===== src/rtl/acc_pkg.sv =====
// Shared definitions for the multi-channel accumulator: mode encodings and a
// helper that sizes channel-select fields so a single channel still gets one bit.
package acc_pkg;

    localparam logic [1:0] MODE_WRAP_ADD = 2'b00;
    localparam logic [1:0] MODE_SAT_ADD  = 2'b01;
    localparam logic [1:0] MODE_WRAP_SUB = 2'b10;
    localparam logic [1:0] MODE_HOLD     = 2'b11;

    function automatic int sel_w(input int n);
        return (n > 1) ? $clog2(n) : 1;
    endfunction

endpackage


===== src/rtl/acc_lane.sv =====
// One accumulator channel: increment register, running accumulator, sticky
// overflow flag and a one-cycle carry/borrow tick.
module acc_lane
    import acc_pkg::*;
#(
    parameter int ACC_W = 16,
    parameter int IN_W  = 8
) (
    input  logic             clk,
    input  logic             rst_n,
    input  logic             en,
    input  logic [1:0]       mode,
    input  logic             clr,
    input  logic             inc_we,
    input  logic [IN_W-1:0]  inc_data,
    input  logic             ovf_clr,
    output logic [ACC_W-1:0] acc,
    output logic             ovf,
    output logic             tick
);

    logic [IN_W-1:0]  inc_q;
    logic [ACC_W-1:0] inc_ext;
    logic [ACC_W:0]   sum;
    logic [ACC_W:0]   diff;
    logic [ACC_W-1:0] acc_d;
    logic             carry;
    logic             wrap;

    // NOTE: every signal assigned in always_comb gets a default first, so no
    // path through the case statement can leave it unassigned and infer a latch.
    always_comb begin
        inc_ext = ACC_W'(inc_q);
        sum     = {1'b0, acc} + {1'b0, inc_ext};
        diff    = {1'b0, acc} - {1'b0, inc_ext};
        acc_d   = acc;
        carry   = 1'b0;
        wrap    = 1'b0;
        if (en && !clr) begin
            case (mode)
                MODE_WRAP_ADD: begin
                    acc_d = sum[ACC_W-1:0];
                    carry = sum[ACC_W];
                    wrap  = sum[ACC_W];
                end
                MODE_SAT_ADD: begin
                    acc_d = sum[ACC_W] ? '1 : sum[ACC_W-1:0];
                    carry = sum[ACC_W];
                end
                MODE_WRAP_SUB: begin
                    acc_d = diff[ACC_W-1:0];
                    carry = diff[ACC_W];
                    wrap  = diff[ACC_W];
                end
                default: ;
            endcase
        end
    end

    // NOTE: state updates use non-blocking assignments so every register
    // samples the pre-edge values, independent of statement order.
    always_ff @(posedge clk or negedge rst_n) begin
        if (!rst_n) begin
            acc   <= '0;
            inc_q <= '0;
            ovf   <= 1'b0;
            tick  <= 1'b0;
        end else begin
            acc  <= clr ? '0 : acc_d;
            tick <= wrap;
            // A fresh overflow beats a simultaneous clear request.
            ovf  <= carry | (ovf & ~ovf_clr);
            if (inc_we) begin
                inc_q <= inc_data;
            end
        end
    end

endmodule


===== src/rtl/multi_channel_accumulator.sv =====
// N-channel accumulator / phase accumulator: increment write decode, one lane
// per channel, and a registered read-back of the selected channel's MSB slice.
module multi_channel_accumulator
    import acc_pkg::*;
#(
    parameter int ACC_W = 16,
    parameter int IN_W  = 8,
    parameter int OUT_W = 8,
    parameter int N_CH  = 2,
    localparam int CH_W = sel_w(N_CH)
) (
    input  logic             clk,
    input  logic             rst_n,
    input  logic             en,
    input  logic [1:0]       mode,
    input  logic             clr,
    input  logic             inc_wr,
    input  logic [CH_W-1:0]  inc_ch,
    input  logic [IN_W-1:0]  inc_data,
    input  logic [CH_W-1:0]  rd_ch,
    input  logic             ovf_clr,
    output logic [OUT_W-1:0] out_msb,
    output logic [N_CH-1:0]  ovf,
    output logic [N_CH-1:0]  tick
);

    logic [ACC_W-1:0] acc_all [N_CH];
    logic [ACC_W-1:0] rd_val;

    for (genvar g = 0; g < N_CH; g++) begin : g_lane
        acc_lane #(
            .ACC_W (ACC_W),
            .IN_W  (IN_W)
        ) u_lane (
            .clk      (clk),
            .rst_n    (rst_n),
            .en       (en),
            .mode     (mode),
            .clr      (clr),
            .inc_we   (inc_wr && (inc_ch == CH_W'(g))),
            .inc_data (inc_data),
            .ovf_clr  (ovf_clr),
            .acc      (acc_all[g]),
            .ovf      (ovf[g]),
            .tick     (tick[g])
        );
    end

    // Unmapped channel numbers read back as zero.
    always_comb begin
        rd_val = '0;
        for (int i = 0; i < N_CH; i++) begin
            if (rd_ch == CH_W'(i)) begin
                rd_val = acc_all[i];
            end
        end
    end

    always_ff @(posedge clk or negedge rst_n) begin
        if (!rst_n) begin
            out_msb <= '0;
        end else begin
            out_msb <= rd_val[ACC_W-1 -: OUT_W];
        end
    end

endmodule

===== config.mk =====
export PLATFORM = sky130hd
export DESIGN_NAME = multi_channel_accumulator
export DESIGN_NICKNAME = d
export VERILOG_FILES = /design/src/rtl/acc_pkg.sv /design/src/rtl/acc_lane.sv /design/src/rtl/multi_channel_accumulator.sv
export SDC_FILE = /design/constraint.sdc
export NUM_CORES = 1
export LEC_CHECK = 0
export ABC_AREA = 0
export CORE_UTILIZATION = 50
export DETAILED_ROUTE_END_ITERATION = 16
export DONT_BUFFER_PORTS = 1
export PLACE_DENSITY_LB_ADDON = 0.1
export SLEW_MARGIN = 20
export SYNTH_ARGS = -nofsm -noshare
export SYNTH_HDL_FRONTEND = slang
export SYNTH_SLANG_ARGS = --single-unit

===== constraint.sdc =====
create_clock -name clk -period 2.7 [get_ports clk]
set_clock_uncertainty 0.05 [all_clocks]
set_input_delay 0.405 -clock clk [delete_from_list [all_inputs] [get_ports clk]]
set_output_delay 0.405 -clock clk [all_outputs]
set_load 0.01 [all_outputs]

== Yosys cells after proc, flatten, opt, wreduce, memory -nomap -nowiden ==
Index checks and enable logic that the tools add are counted.

* Register bits: 60
* Bits of input ports: 18
* Output and inout bits: 12
* Logic and storage cells: 47

* Add/sub/neg operators: 4
* Eq/ne operators: 2
* Multiplexer cells: 17
* Bitwise operators: 6
* Reductions and logical operators: 9

{| class="wikitable"
|+ Operators by type and width
! operator !! count
|-
| two-way mux 16 bit || 7
|-
| one-hot mux 16 bit (3 select lines) || 2
|-
| adder 16 x 8 -> 17 bit || 2
|-
| subtractor 16 x 8 -> 17 bit || 2
|-
| one-hot mux 1 bit (2 select lines) || 4
|-
| two-way mux 1 bit || 4
|-
| nonzero test 4 bit || 1
|-
| logical AND 1 bit || 3
|-
| AND 1 bit || 2
|-
| equality test 2 x 1 -> 1 bit, second input constant || 1
|-
| equality test 2 bit, second input constant || 1
|-
| zero test 2 bit || 1
|-
| inverter 1 bit || 2
|-
| OR 1 bit || 2
|-
| AND reduction 2 bit || 1
|-
| nonzero test 2 bit || 1
|-
| OR reduction 2 bit || 1
|-
| zero test 1 bit || 1
|}

== Logic depth before layout (Yosys ltp) ==
* Depth after elaboration: 5
* Depth in mapped cells: 11
* Mapped depth without buffers: 10

== Modules after synthesis ==
A second synthesis with hierarchy kept.

* Cells, all modules: 651
* Area total of the unflattened synthesis: 5,492.8 um^2

{| class="wikitable"
|+ By module, submodules not included
! module !! instances !! cells an instance !! area each (um^2) !! sequential area each (um^2)
|-
| acc_lane (g_lane[1].u_lane) || 1 || 323 || 2,595.0 || 650.6
|-
| acc_lane (g_lane[0].u_lane) || 1 || 309 || 2,553.7 || 650.6
|-
| multi_channel_accumulator || 1 || 19 || 344.1 || 200.2
|}

== Worst setup path after synthesis ==
OpenSTA, ideal clock, no wires.

* Kind: flip-flop to flip-flop
* Start: register g_lane[0].u_lane.inc_q[0]
* End: register g_lane[0].u_lane.acc[12]
* Setup time: 0.121 ns
* Arrival time: 2.604 ns
* Required time: 2.529 ns
* Setup slack: -0.075 ns
* Stages on the path, launching flop included: 10
* Buffers on the path: 0
* Period minus slack after synthesis: 2.775 ns
* Cell sequence: dfrtp_1 -> ha_1 -> fa_1 -> nor2b_1 -> o311a_1 -> o22a_4 -> and3_4 -> mux2_4 -> a221o_1 -> a22o_1

* Cells in the longest elaborated chain, start to end: 5
* Elaborated cells between the ends (all ways): 6
* Classes of those cells: add/sub: 2; mux: 4

{| class="wikitable"
|+ Ends and longest elaborated chain
! item !! line !! source
|-
| from (decl) || acc_lane.sv:22 || <nowiki>logic [IN_W-1:0] inc_q;</nowiki>
|-
| from (signal assigned) || acc_lane.sv:74 || <nowiki>inc_q <= inc_data;</nowiki>
|-
| adder 16 x 8 -> 17 bit || acc_lane.sv:34 || <nowiki>sum = {1'b0, acc} + {1'b0, inc_ext};</nowiki>
|-
| two-way mux 16 bit || acc_lane.sv:47 || <nowiki>acc_d = sum[ACC_W] ? '1 : sum[ACC_W-1:0];</nowiki>
|-
| one-hot mux 16 bit (3 select lines) (*) || acc_lane.sv:40 || <nowiki>case (mode)</nowiki>
|-
| two-way mux 16 bit (*) || acc_lane.sv:39 || <nowiki>if (en && !clr) begin</nowiki>
|-
| two-way mux 16 bit (*) || acc_lane.sv:69 || <nowiki>acc <= clr ? '0 : acc_d;</nowiki>
|-
| to (signal assigned) || acc_lane.sv:69 ||
|-
| to (decl) || acc_lane.sv:17 || <nowiki>output logic [ACC_W-1:0] acc,</nowiki>
|}

Every way passes the cells marked *; elsewhere a longest branch is shown, timed or not. The select of a mux whose other input is x is not followed.
A chain may end at the register's enable or synchronous reset.

== Final worst setup path ==
* Start: register g_lane[1].u_lane.acc[0]
* End: register g_lane[1].u_lane.acc[15]

* Cells in the longest elaborated chain, start to end: 5
* Elaborated cells between the ends (all ways): 6
* Classes of those cells: add/sub: 2; mux: 4

{| class="wikitable"
|+ Ends and longest elaborated chain
! item !! line
|-
| from (decl) || acc_lane.sv:17
|-
| from (signal assigned) || acc_lane.sv:69
|-
| adder 16 x 8 -> 17 bit || acc_lane.sv:34
|-
| two-way mux 16 bit || acc_lane.sv:47
|-
| one-hot mux 16 bit (3 select lines) (*) || acc_lane.sv:40
|-
| two-way mux 16 bit (*) || acc_lane.sv:39
|-
| two-way mux 16 bit (*) || acc_lane.sv:69
|}

Marks and branches as above.

==> impl_metrics.ini <==
[status]
outcome = completed

[routing]
dr_total_vias = 5089
drtIter0Drc = 381
vias_per_cell = 6.28
ant_nets = 0
wl_per_cell_um = 19.5
drt_pass1_iterations = 5
wl_um = 15800
drc = 0

[sta]
whs_ns = 0.0463
finalHoldViolations = 0
tightestPinTransition_ns = 0.609
tns_ns = 0
setup_viol = 0
rsz0062_at_grt = yes
fin_crit_ns = 2.70
slew_headroom = 0.589
worst_slack_ns = 0.00466
fmax_ghz = 0.371
final_max_slew_viol_count = 0
fin_crit_sh = 0.998

[synth]
synthFlopType = dfrtp_1
yosysTopAreaCell = dfrtp_1
postSynth.asyncResetShare = 1.00
synth_edf_count = 0
synth.area.top_cells = dfrtp_1, ha_1, o21ai_0, a21oi_1, nor2_1
synth.net_count = 694
synth_top_cell_area_share = 0.289
syn_avg_cell_area_um2 = 8.16
ys_warn_count = 0
synth_area_um2 = 5190
synthCells = 636
seq_area_frac_synth = 0.289
ys_types = 75
ys_ff_latch = 60

[power]
swShare = 0.364
peakVddDrop_uv = 334
switchingPower_mw = 1.26
p_clk_frac = 0.305
p_per_area_nw_per_um2 = 566
p_seq_frac = 0.306
pwr-share-comb = 0.388
internal_power_mw = 2.21
p_leak_nw = 2.73

[cts]
cts_sinks = 60
root_buffer = clkbuf_8
htreeDepth = 3
cts_buffers = 9
clockBufferDepth = 2
clock_latency_ns = 0.36
path_clk_slew_ns = 0.07
cts_tree = done

[floorplan]
die_area_um2 = 10800
die_height_um = 104
io_pins = 30
coreArea_um2 = 9910
rows = 36
die_width_um = 104
start_util = 0.524

[worst_setup_path]
path_class = register to register
crit_path_end_kind = register
cp_max_fo = 5
crit_required_ns = 2.90
arrival_ns = 2.89
start_kind = register

[global_routing]
grt_max_degree = 61
grt_overflow = 0
grt_use_total = 0.304
grt_pass1_wl_um = 25900
grt_pass1_vias = 5016
antenna_found_initial = 0

[run]
cap_viol_max_count = 0

[finish]
synthToLayoutAreaGrowth_pct = 18.2
instances_no_fill = 810
nFillCells = 892
drive_gt1_frac = 0.216
fin_nets = 730
antenna_cells = 0

[place]
portBuffers = 0
place_congestion = 0.961
hpwlAfterDp_um = 11500
place_inst = 785
dpl_worst_slack_ns = -0.0439

[worst_hold_path]
hold_path.class = input pin to register
-- worst max-delay path: stages, from the launching register on --
cell,delay (ns)
dfrtp_1,0.40
ha_2,0.20
fa_2,0.34
nor2b_4,0.14
o21a_1,0.19
o41ai_2,0.32
buf_4,0.21
nand2_4,0.08
o31ai_4,0.24
a31oi_1,0.11
a221o_1,0.30
-- layout by cell type, fill, tap and decap left out, types with 5 or more instances in the layout --
cell type and count:
xnor2_1 10, o21ai_0 50, inv_1 41, o221ai_1 10, nor3_1 14, a221o_1 12
nand2_1 51, nand2b_1 14, and3_1 7, mux2_2 15, dfrtp_1 60, a21o_1 10
clkbuf_8 10, ha_1 34, and4_1 5, nor2b_1 11, or3_1 5, o211ai_1 6
a211oi_1 5, buf_4 64, a21oi_1 39, nand3_1 12, a21oi_2 7, nor2_1 52
-- through the flow --
| stage | cell area (um2) | utilization | power (mW) |
|---|---|---|---|
| 5_1_grt | 6140 | 0.619 | 3.67 |
| 2_1_floorplan | 5200 | - | 1.91 |
| 3_5_place_dp | 5620 | 0.567 | 2.29 |
| 3_3_place_gp | 5620 | 0.567 | 2.27 |
| 4_1_cts | 5920 | 0.598 | 3.38 |
| 6_report | 6140 | 0.619 | 3.47 |
-- cell usage after synthesis (5+ instances only) --
cell,n
a211oi_1,7
a21o_1,10
a21oi_1,47
a221o_1,12
and3_1,8
and4_1,5
clkbuf_1,34
dfrtp_1,60
ha_1,36
inv_1,41
mux2_2,15
nand2_1,53
nand2b_1,14
nand3_1,13
nor2_1,54
nor2b_1,13
nor3_1,17
nor3b_1,5
o211ai_1,6
o21ai_0,54
o221ai_1,12
or3_1,5
xnor2_1,10
-- routing by layer --
layer	global-route usage	wire length, um	up-vias
met5	0	0	-
met4	0.131	381	0
met3	0.0470	1030	40
met2	0.480	7260	211
met1	0.415	7120	2455
li1	-	-	2383
-- final cells by class --
| class | count | area [um2] | share of cell area |
|---|---|---|---|
| multi-input cells | 492 | 3530 | 0.576 |
| flip-flops and latches | 60 | 1500 | 0.245 |
| repair buffers | 67 | 529 | 0.0862 |
| well taps | 133 | 166 | 0.0271 |
| inverters | 42 | 158 | 0.0257 |
| clock buffers | 10 | 138 | 0.0224 |
| clock inverters | 6 | 111 | 0.0181 |
-- cell families (layout without fill, tap and decap cells) --
logic type | Yosys count | count (layout) | synth area share
XOR/XNOR | 13 | 13 | 0.0219
AO/OA/AOI/OAI | 207 | 207 | 0.273
multiplexers | 19 | 19 | 0.0412
flip-flops | 60 | 60 | 0.289
adder cells (fa/ha/maj) | 40 | 40 | 0.102
buffers and inverters | 84 | 125 | 0.0646
AND/OR/NAND/NOR | 213 | 213 | 0.208
-- flip-flops by register name (all words and copies together), names as in the netlist --
name / cells
g_lane.u_lane.acc: 32
g_lane.u_lane.inc_q: 16
g_lane.u_lane.ovf: 2
g_lane.u_lane.tick: 2
out_msb: 8
-- path summary, 6_finish.rpt --
check	from	end	slack [ns]	cells past startpoint
worst max-delay path	g_lane[1].u_lane.acc[0]$_DFFE_PN0P_	g_lane[1].u_lane.acc[15]$_DFFE_PN0P_	0.005	10
worst min-delay path	clr	g_lane[1].u_lane.acc[8]$_DFFE_PN0P_	0.05	1
worst max register to register	g_lane[1].u_lane.acc[0]$_DFFE_PN0P_	g_lane[1].u_lane.acc[15]$_DFFE_PN0P_	0.005	10
worst min register to register	g_lane[1].u_lane.acc[3]$_DFFE_PN0P_	g_lane[1].u_lane.acc[3]$_DFFE_PN0P_	0.48	2
max in group asynchronous	rst_n	g_lane[0].u_lane.acc[11]$_DFFE_PN0P_	1.80	2
min in group asynchronous	rst_n	g_lane[1].u_lane.acc[12]$_DFFE_PN0P_	0.52	2
-- power groups by stage --
stage	Combinational [mW]	Clock [mW]	Sequential (mW)
final	1.35	1.06	1.06
after global routing	1.49	1.11	1.08
after CTS	1.25	1.06	1.06
after detailed placement	1.21	0	1.08
after global placement	1.19	0	1.08
after floorplan	0.862	0	1.05
-- what timing repair did --
| item | in CTS | in global routing |
|---|---|---|
| gates resized for setup | 3 | 40 |
| endpoints found under the hold margin | 60 | 0 |
| setup endpoints to repair | 5 | 25 |
| pin swaps | 1 | 19 |
| hold buffers | 2 | 0 |
| buffers inserted | 0 | 7 |
Power figures use the tool's default switching activity.
==> patch 1, RTL diff (same settings) <==
`IN_W` is set to 8 in 2 places; all go to 6.
--- a/src/rtl/acc_lane.sv
+++ b/src/rtl/acc_lane.sv
@@ -6,3 +6,3 @@
     parameter int ACC_W = 16,
-    parameter int IN_W  = 8
+    parameter int IN_W  = 6
 ) (
--- a/src/rtl/multi_channel_accumulator.sv
+++ b/src/rtl/multi_channel_accumulator.sv
@@ -6,3 +6,3 @@
     parameter int ACC_W = 16,
-    parameter int IN_W  = 8,
+    parameter int IN_W  = 6,
     parameter int OUT_W = 8,
Ports: changed (resized inc_data); port bits go from 30 to 28. No check against the original RTL was run, so the function may have changed too.
==> patch 1 against the unedited design <==
  * Critical path depth shrank 3
  * Sequential cell count is 4 lower
  * Area after synthesis fell by 11%
  * Total power shrank 25%
  * Maximum frequency grew 2.5%
  * Clock power shrank 43%
  * Hold slack better by 80 ps
  * Setup slack better by 66 ps
  * Critical path type unchanged
  * Wire length shrank 17%
  * Via count down 16%
  * Final area decreased by 18%
==> patch 1: results (changes against the unedited design) <==
* Status: completed
* CP max stage delay at 520 ps (+120 ps)
* Leakage power at 2.21 nW (-19%)
* Inst Count DP at 654 (-17%)
* Total CTS buffers at 5 (-4)
* Regs by FF count: g_lane.u_lane.acc: 32 flops, g_lane.u_lane.inc_q: 12 flops, out_msb: 8 flops
* Final-layout fill cell count at 825 (-7.5%)
* Drt pass-1 iters at 9 (+4)
* Skew-Pair Late Insertion Delay at 320 ps (-40 ps)
* DRT iter0 DRCs at 368 (-3.4%)
* Yosys warning count at 0 (unchanged)
* Clk pwr at 0.000604 W (-43%)
* GP Congestion at 0.926 (-3.7%)
* Maximum clock frequency at 380 MHz (+2.5%)
* Hold_sp: ovf_clr
* Hold slack at 126 ps (+79.8 ps)
* Instance area after placement at 0.00481 mm2 (-14%)
* Syn_nets at 604 (-13%)
* IO buf count at 0 (unchanged)
* Fin Setup TNS at 0 ps (unchanged)
* Post-DP HPWL at 9.58 mm (-17%)
* Tot GR Track Use at 27.9% (-2.5 points)
* Sequential element share of the synthesized area at 30.2% (+1.3 points)
* H-tree depth at 2 (-1)
* Routed wire length at 13.2 mm (-17%)
* Reg2Reg Setup Slack at 70 ps (+70 ps)
* Top cells by area, synth: dfrtp_1, ha_1, o21ai_0
* Worst slack, placed at 51.0 ps (+94.9 ps)
* Via density at 6.42 (+2.2%)
* Pwr dens at 521 mW/mm2 (-8.0%)
* Vias in the first global route at 4126 (-18%)
* Post-synth top cells: nand2_1, dfrtp_1, o21ai_0, a21oi_1, inv_1
* Root buffer cell: clkbuf_8
* Synthesized area per cell at 8.33 um2 (+2.1%)
* Worst Setup SP: g_lane[1].u_lane.acc[5]
* Layout Cells excl Fill at 666 (-18%)
* Pin count of the biggest net entering global routing at 57 (-6.6%)
* Worst-Margin Slew at 755 ps (+145 ps)
* Maximum VDD drop at 0.273 mV (-18%)
* Share of layout cells above drive strength 1 at 15.8% (-5.8 points)
* Layout Nets at 605 (-17%)
* Clock Pin Slew Worst Setup and Hold Paths at 110 ps (+40 ps)
* Crit Path Max Fanout at 4 (-1)
* Post-CTS sizing at 0 (-3)
* Distinct cells, synth at 64 (-15%)
* Slowest cell on the critical path: or4b_4
* Sequential power share at 38.6% (+8.0 points)
* Sw Ratio at 37.1% (+0.78 points)
* Post-synth ARST share at 100% (unchanged)
* Critical path's top delay family: simple AND/OR/NAND/NOR gates
* First-pass GRT wire length at 21.2 mm (-18%)
* Arr. time, crit path at 2810 ps (-80 ps)
[patch 1: cell types whose count changed after synthesis, sizes merged, moves of 6 or more]
cell	unedited run	this run
nor2	54	30
o221ai	12	6
a221oi	4	13
a31oi	4	12
xor2	3	9
a21o	10	3
a221o	12	1
ha	36	28
a21oi	47	35
inv	41	33
nor3	19	9
and2	4	10
[patch 1: cell type report]
type / instances / area (um2) / share of cell area [%]
multi-input combinational: 422 / 2910 / 58.0
sequential: 56 / 1400 / 27.9
timing repair buffer: 39 / 328 / 6.52
tap: 108 / 135 / 2.69
inverter: 33 / 124 / 2.47
clock buffer: 6 / 82.6 / 1.64
clock inverter: 2 / 38.8 / 0.772
[patch 1: cells by family after synthesis]
kind of cell | count (synthesis) | share of synthesized area (%)
flip-flops | 56 | 30.2
multiplexers | 16 | 3.89
AO/OA/AOI/OAI | 176 | 25.2
buffers and inverters | 78 | 7.80
adder cells (fa/ha/maj) | 32 | 9.29
AND/OR/NAND/NOR | 174 | 19.0
XOR/XNOR | 24 | 4.54
[patch 1: worst paths after layout]
| kind | endpoint | cells past startpoint |
|---|---|---|
| worst min-delay path | g_lane[1].u_lane.ovf | 1 |
| worst max register to register | g_lane[1].u_lane.ovf | 7 |
| worst max-delay path | g_lane[1].u_lane.ovf | 7 |
| worst min register to register | g_lane[1].u_lane.acc[2] | 2 |
| max in group asynchronous | g_lane[0].u_lane.inc_q[1] | 2 |
| min in group asynchronous | g_lane[0].u_lane.tick | 2 |
[patch 1: metal layers]
metal | vias up | routed length, um | GRT usage (%)
li1 | 1998 | - | -
met1 | 2056 | 5740 | 38.1
met2 | 190 | 6230 | 44.9
met3 | 32 | 855 | 4.01
met4 | 0 | 345 | 10.3
met5 | - | 0 | 0
==> patch 2, RTL diff (config.mk and constraints unchanged) <==
Made on the original files. Remove the register `out_msb`: a continuous assignment takes its place, so the output `out_msb` follows one clock earlier.
--- a/src/rtl/multi_channel_accumulator.sv
+++ b/src/rtl/multi_channel_accumulator.sv
@@ -58,9 +58,3 @@
 
-    always_ff @(posedge clk or negedge rst_n) begin
-        if (!rst_n) begin
-            out_msb <= '0;
-        end else begin
-            out_msb <= rd_val[ACC_W-1 -: OUT_W];
-        end
-    end
+    assign out_msb = rd_val[ACC_W-1 -: OUT_W];
 
Formal check against the unedited RTL: not equivalent (Yosys sat finds a counterexample within 4 cycles, from zero or initial values and one cycle with rst_n low).
==> patch 2 against the unedited design <==
  * Count of clock-buffer cells in the layout fell by 4
  * Sequential power fell by 11%
  * Final area fell by 9.1%
  * Wire length fell by 8.9%
  * Total power fell by 22%
  * Critical path depth did not move
  * Clock power fell by 53%
  * Setup slack improved by 12 ps
  * Combinational power fell by 7%
  * Area after synthesis fell by 6.1%
  * Sequential cell count fell by 8
  * Die area fell by 6.0%
  * First-iteration DRC count fell by 23%
  * Utilization fell by 2.1 points
==> patch 2: results (changes against the unedited design) <==
* Hold EP: g_lane[0].u_lane.ovf
* Share of layout cells above drive strength 1 at 19.6% (-2.0 points)
* Met1 Use GR at 38.9% (-2.6 points)
* Hold_sp: ovf_clr
* Hold slack at 112 ps (+65.9 ps)
* Gate Count Post-Synth at 614 (-3.5%)
* Status: completed
* Layout Nets at 690 (-5.5%)
* Instance area after placement at 0.00521 mm2 (-7.4%)
* GP Congestion at 0.874 (-9.1%)
* Crit path to: g_lane[0].u_lane.acc[14]
* Inst Count DP at 748 (-4.7%)
* Routed length on met1 at 6.57 mm (-7.8%)
* H-tree depth at 2 (-1)
* WL met2 at 6.43 mm (-11%)
* Post-DP HPWL at 10.4 mm (-9.6%)
* Regs by FF count: g_lane.u_lane.acc: 32 flops, g_lane.u_lane.inc_q: 16 flops
* Post-CTS Setup Bufs at 1 (+1)
* Met3 global-route usage at 4.92% (+0.22 points)
* FF-to-FF Start: g_lane[0].u_lane.acc[0]
* Arr. time, crit path at 2840 ps (-50 ps)
* Maximum clock frequency at 373 MHz (+0.46%)
* Tot GR Track Use at 29.7% (-0.76 points)
* Vias in the first global route at 4649 (-7.3%)
* Clock Pin Slew Worst Setup and Hold Paths at 110 ps (+40 ps)
* Layout Cells excl Fill at 762 (-5.9%)
* Met2 Use GR at 48.9% (+0.94 points)
* Routed WL per cell at 18.9 um (-3.2%)
* Post-synth top cells: o21ai_0, nand2_1, dfrtp_1, a21oi_1, nor2_1
* First-pass GRT wire length at 23.5 mm (-9.5%)
* Pin count of the biggest net entering global routing at 53 (-13%)
* Total CTS buffers at 5 (-4)
* RR Endpoint: g_lane[0].u_lane.acc[14]
* DRT iter0 DRCs at 294 (-23%)
* Final-layout fill cell count at 867 (-2.8%)
## patch 2: layout make-up
class                      instances  area, um2  area share (%)
clock buffer                       6       82.6            1.48
inverter                          35        131            2.35
clock inverter                     2       10.0           0.179
multi-input combinational        486       3460            62.0
sequential                        52       1310            23.4
tap                              129        161            2.89
timing repair buffer              52        429            7.69
## patch 2: report_power, final
group | switching, W | internal (W)
Combinational | 0.000702 | 0.000560
Clock | 0.000289 | 0.000206
Sequential | 0.0000864 | 0.000853
## patch 2: cells by family after synthesis
kind of cell,Yosys count,share of synthesized area [%]
mux,18,4.21
flops,52,26.7
compound gates,215,28.8
fa+ha+maj,40,10.9
simple gates,194,19.6
buf+inv,76,6.39
xor+xnor,19,3.41
## patch 2: worst max-delay path, stage by stage, from the launching register on
cell	delay [ps]
dfrtp_1	430
ha_4	160
fa_2	230
nand2b_4	70
a221oi_4	310
nand2b_4	200
a21oi_4	70
or3b_4	390
mux2_4	310
a221oi_2	260
o31ai_1	100
